### config.mk
export PLATFORM = sky130hd
export DESIGN_NAME = irq_pending_ctrl
export DESIGN_NICKNAME = d
export VERILOG_FILES = /design/src/rtl/irq_pending_ctrl.sv
export SDC_FILE = /design/constraint.sdc
export NUM_CORES = 1
export LEC_CHECK = 0
export ABC_AREA = 1
export CORE_AREA = 2 2 50 52
export DETAILED_ROUTE_END_ITERATION = 6
export DIE_AREA = 0 0 52 54
export GPL_TIMING_DRIVEN = 0
export PLACE_DENSITY_LB_ADDON = 0.12
export SLEW_MARGIN = 30
export SYNTH_ARGS = -nofsm -noshare
export SYNTH_HDL_FRONTEND = slang
export SYNTH_SLANG_ARGS = --single-unit
### constraint.sdc
create_clock -name clk -period 1.7 [get_ports clk]
set_clock_uncertainty 0.05 [all_clocks]
set_input_delay 0.34 -clock clk [delete_from_list [all_inputs] [get_ports clk]]
set_output_delay 0.34 -clock clk [all_outputs]
set_load 0.02 [all_outputs]
### src/rtl/irq_pending_ctrl.sv
// rtl/irq_pending_ctrl.sv - interrupt pending register and grant handshake in front of prenc83
//
// Captures request events into a pending register and drives the masked
// pending vector into an external 8-to-3 priority encoder. It takes the
// encoder's code/idle back and presents the winning line on a valid/ack
// handshake. On acknowledge it clears the granted pending bit.
//
// Parameters
//   EDGE       1 = rising-edge capture of req, 0 = level capture
//
// Ports
//   clk        in   1  system clock, rising edge
//   reset      in   1  synchronous, active-high reset
//   req        in   8  request lines, synchronous to clk
//   mask       in   8  per-line enable, 1 = enabled
//   pend       out  8  masked pending vector, feeds encoder A[7:0]
//   code       in   3  encoder Y[2:0], combinational from pend
//   idle       in   1  encoder Idle, 1 when pend is all zero
//   irq_valid  out  1  grant valid
//   irq_code   out  3  granted line index, stable while irq_valid=1
//   irq_ack    in   1  consumer accepts grant, only honoured in REQ

module irq_pending_ctrl #(
  parameter int EDGE = 1
) (
  input  logic       clk,
  input  logic       reset,
  input  logic [7:0] req,
  input  logic [7:0] mask,
  output logic [7:0] pend,
  input  logic [2:0] code,
  input  logic       idle,
  output logic       irq_valid,
  output logic [2:0] irq_code,
  input  logic       irq_ack
);

  localparam logic ST_IDLE = 1'b0;
  localparam logic ST_REQ  = 1'b1;

  logic       state;
  logic [7:0] req_q;
  logic [7:0] pending;
  logic [7:0] ev;
  logic [7:0] clr;
  logic [7:0] pending_next;
  logic       accept;

  // req_q keeps tracking req even while reset is asserted, so a line that
  // is already high when reset releases is not mistaken for a new edge.
  always_ff @(posedge clk) begin
    req_q <= req;
  end

  generate
    if (EDGE != 0) begin : g_edge
      assign ev = req & ~req_q;
    end else begin : g_level
      assign ev = req;
    end
  endgenerate

  assign accept = (state == ST_REQ) && irq_ack;

  // The clear term is applied before the set term, so an event arriving on
  // the granted line in the ack cycle keeps that line pending.
  always_comb begin
    clr = 8'h00;
    if (accept) begin
      clr = 8'h01 << irq_code;
    end
    pending_next = (pending & ~clr) | ev;
  end

  always_ff @(posedge clk) begin
    if (reset) begin
      pending <= 8'h00;
    end else begin
      pending <= pending_next;
    end
  end

  // Masked lines stay in the pending register and reappear once unmasked.
  assign pend = pending & mask;

  // The grant decision uses the encoder's idle, never code==0, because
  // code 0 is a legitimate winner (line 0). Once in REQ the code is frozen
  // until ack, whatever happens to pend in the meantime.
  always_ff @(posedge clk) begin
    if (reset) begin
      state    <= ST_IDLE;
      irq_code <= 3'd0;
    end else begin
      case (state)
        ST_IDLE: begin
          if (!idle) begin
            irq_code <= code;
            state    <= ST_REQ;
          end
        end
        ST_REQ: begin
          // Returning to IDLE on ack forces at least one cycle with
          // irq_valid low before the next grant.
          if (irq_ack) begin
            state <= ST_IDLE;
          end
        end
        default: state <= ST_IDLE;
      endcase
    end
  end

  assign irq_valid = (state == ST_REQ);

endmodule

Word level (Yosys, flattened, before mapping)
Cells that the tools add are included.

word-level totals
  register bits after elaboration = 20
  bits of input ports = 23
  logic and storage cells = 19

operators by class
  shift-type cells = 1
  mux-type cells = 4
  bitwise logic cells = 8
  reductions and logical operators = 2

operator list
  kind                                              count
  bitwise AND 8 bit                                 3
  NOT 8 bit                                         2
  two-way mux 8 bit                                 1
  OR 8 bit                                          1
  left shift 1 x 3 -> 8 bit (first input constant)  1
  two-way mux 1 bit                                 2
  NOT 1 bit                                         2
  case mux 1 bit (2 select lines)                   1
  AND reduction 2 bit                               1
  logical AND 1 bit                                 1

Depth between registers and ports, before layout
  depth after elaboration = 5
  depth in mapped cells = 5
  mapped depth without buffers = 5

Worst setup path before layout
No wires, ideal clock.

  kind = register to register
  start point = register state, in the netlist irq_valid
  end point = register pending[2]
  library setup time = 0.119 ns
  arrival time = 0.874 ns
  data required time = 1.531 ns
  setup slack = 0.656 ns
  cell stages (with the launch flop) = 6
  path buffers = 0
  clock period less this slack = 1.044 ns
  path through = dfxtp_1 -> nand2_2 -> nor2_4 -> nand2_1 -> nand2_1 -> a21oi_1

on the way
  longest elaborated chain between the ends = 5

RTL lines
  element                 line  RTL
  from (decl)             41    logic state;
  from (signal assigned)  91    state <= ST_IDLE;
  from (signal assigned)  98    state <= ST_REQ;
  from (signal assigned)  105   state <= ST_IDLE;
  logical AND 1 bit       63    assign accept = (state == ST_REQ) && irq_ack;
  two-way mux 8 bit       69    if (accept) begin
  NOT 8 bit               72    pending_next = (pending & ~clr) | ev;
  bitwise AND 8 bit       72
  OR 8 bit                72
  to (signal assigned)    79    pending <= pending_next;
  to (decl)               43    logic [7:0] pending;

No other way between the ends.
A chain may end at the register's enable or synchronous reset.

Final worst setup path
  start point = input mask[5]
  end point = output pend[5]

on the way
  longest elaborated chain between the ends = 1

RTL lines
  element            line  RTL
  from (decl)        29    input logic [7:0] mask,
  bitwise AND 8 bit  84    assign pend = pending & mask;
  to (decl)          30    output logic [7:0] pend,

No other way between the ends.

==> reports/metrics.csv <==
stage,metric,value,unit
synth,yosys-top-cells-area,"dfxtp_1 54%, nand2_1 20%, inv_1 11%, a21oi_1 8.1%, nor2_4 3.0%",
synth,synth_top_area_cell,dfxtp_1,
synth,synth_cell_types,10,
synth,synth_mux_area_share,0,%
floorplan,num_rows,18,
placement,gp_congestion,0.6154,
timing,post-route-period-util,93.72,%
synth,netlist_area,744.5,um2
timing,tightest_slew,0.2092,ns
floorplan,boundaryPins,35,
synth,synth_top_family_by_area,simple AND/OR/NAND/NOR gates,
finish,synthToLayoutAreaGrowth,55.80,%
finish,nets,164,
outcome,status,finished clean,
power,p_leak,0.6016,nW
critical_path,critical_path_required,1.31,ns
timing,fin_tns_setup,0,ns
synth,synth-adder-area-share,0,%
floorplan,fp.dieW,52,um
drt,wl_per_cell,8.565,um
synth,syn_inst,102,
drt,first_pass_iters,3,
power,design_power_total,1.043,mW
synth,synth_compound_area_share,8.067,%
floorplan,die_y,54,um
floorplan,initial_utilization,32.09,%
synth,synth_edf_count,0,
timing,rsz0062_at_grt,no,
clock_tree,cts_buffer_depth,2,
clock_tree,insertion_delay,0.30,ns
finish,num-fill-cells,250,
clock_tree,cts_setup_buffers,0,
power,ir_worst_vdd,622.1,uV
synth,ys.flop_type,dfxtp_1,
drt,drt-met1-wl,661,um
clock_tree,clk_pin_slew_worst_paths,0.11,ns
drt,wl_met3,90,um
timing,worst_hold_slack,0.4199,ns
drt,via_per_inst,4.041,
synth,yosys_warnings,0,
drt,wl_met2,674,um
synth,syn_nets,125,
clock_tree,clock-root-buffer,clkbuf_4,
timing,maxSlewHeadroom,86.11,%
placement,dpl.hpwl,1.123,mm
placement,port_buffers,34,
timing,setup_viol,0,
finish,antennaDiodeCount,0,
timing,hold_viol,0,
floorplan,core-area,0.002320,mm2
synth,synth_commonest_cells,"40 x nand2_1, 21 x inv_1, 20 x dfxtp_1",
synth,yosys.area_share.xor_xnor,0,%
global_route,grt_max_degree,13,
clock_tree,h-tree-depth,1,
drt,drc_errors,0,
global_route,first_global_vias,602,
job,cap_violations,0,
power,power_density,898.8,mW/mm2
critical_path,cp-end-kind,primary output,
critical_path,critPathKind,in -> out,
clock_tree,cts_hold_buf,0,
clock_tree,cts_made_buffers,3,
clock_tree,cts_tree,done,
global_route,overflow,0,
critical_path,worst_ep_arrival_time,1.20,ns
critical_path,start_kind,primary input,
synth,avgSynthCellArea,7.299,um2
finish,drive_gt1_share,7.143,%
timing,max_freq,627.7,MHz
synth,ys_seq_elements,20,
drt,top_layer,met4,
floorplan,dieArea,0.002808,mm2
critical_path,path_max_fanout,1,
drt,vias,687,
synth,synth_top_area_share,53.78,%
drt,finalWirelength,1.456,mm
synth,ys_seq_area_share,53.78,%
timing,maxSlewViolCount,0,
global_route,grt_pass1_wl,2.415,mm
drt,drtIter0Drc,6,
drt,drtAntennaViolNets,0,
synth,synth-async-reset-ratio,0,%
synth,synth_simple_gate_area_share,26.39,%
worst_hold_path,hp-class,reg -> reg,
clock_tree,cts_sinks,20,
global_route,track_usage,12.06,%
timing,finalCriticalPeriod,1.593,ns
global_route,antenna_found_initial,0,
synth,synth.most_common_cell,nand2_1,
finish,fin_util,50.00,%
-- critical path: stages --
cell             delay [ns]
clkdlybuf4s50_1        0.45
nand2_1                0.05
inv_1                  0.04
dlygate4sd2_1          0.32
-- routing by layer --
layer	GRT usage [%]	vias up
met3	2.500	4
met2	19.62	20
li1	-	376
met5	0	-
met1	13.90	287
met4	9.211	0
-- power breakdown --
group,internal [mW],total [mW],leakage (nW),switching [mW]
Sequential,0.498,0.515,0.167,0.0170
Combinational,0.0787,0.143,0.407,0.0641
Clock,0.238,0.385,0.0279,0.147
Total,0.815,1.04,0.602,0.228
-- timing repair --
item                                    4_1_cts  5_1_grt
endpoints found under the setup margin       12        0
resized for setup                            12        0
hold endpoints to repair                      0        0
-- flip-flops by register name, summed over array words and instances (netlist names) --
name	flops
req_q	8
pending	8
irq_code	3
irq_valid	1
-- cells in the final DEF (no fill, tap or decap) --
master,count
dlygate4sd2_1,12
nor2_4,2
inv_1,21
a21oi_1,12
buf_2,1
nand2_1,40
clkdlybuf4s50_1,22
nor2_2,1
clkbuf_4,3
inv_2,1
bufinv_16,1
dfxtp_1,20
nand2_2,1
nor2_1,3
-- path summary, 6_finish.rpt --
path / cells after the start / end / slack (ns) / startpoint
worst max-delay path: 4 / pend[5] / 0.11 / mask[5]
worst min register to register: 2 / pending[3] / 0.42 / pending[3]
worst min-delay path: 2 / pending[3] / 0.42 / pending[3]
worst max register to register: 5 / pending[3] / 0.73 / irq_valid
-- cells by family (layout without fill, tap and decap cells) --
group | after synthesis | after routing
buffers and inverters | 23 | 61
AO/OA/AOI/OAI | 12 | 12
AND/OR/NAND/NOR | 47 | 47
flip-flops | 20 | 20
-- stage by stage --
stage / area (um2) / instances / setup WS (ns)
floorplan: 744.5 / 102 / 0.6564
finish: 1160 / 170 / 0.1068
global placement: 1122 / 166 / -0.1615
CTS: 1160 / 170 / 0.1035
global route: 1160 / 170 / 0.04496
detailed placement: 1122 / 166 / -0.1686
-- layout make-up --
cell class | instances | area (um2) | share of cell area [%]
sequential | 20 | 400.4 | 34.52
inverter | 22 | 82.58 | 7.120
multi-input combinational | 59 | 256.5 | 22.11
clock buffer | 3 | 22.52 | 1.942
clock inverter | 1 | 30.03 | 2.589
tap | 30 | 37.54 | 3.236
timing repair buffer | 34 | 325.3 | 28.05
buffer | 1 | 5.005 | 0.4315
No activity file was read; power rests on OpenSTA's default activity.
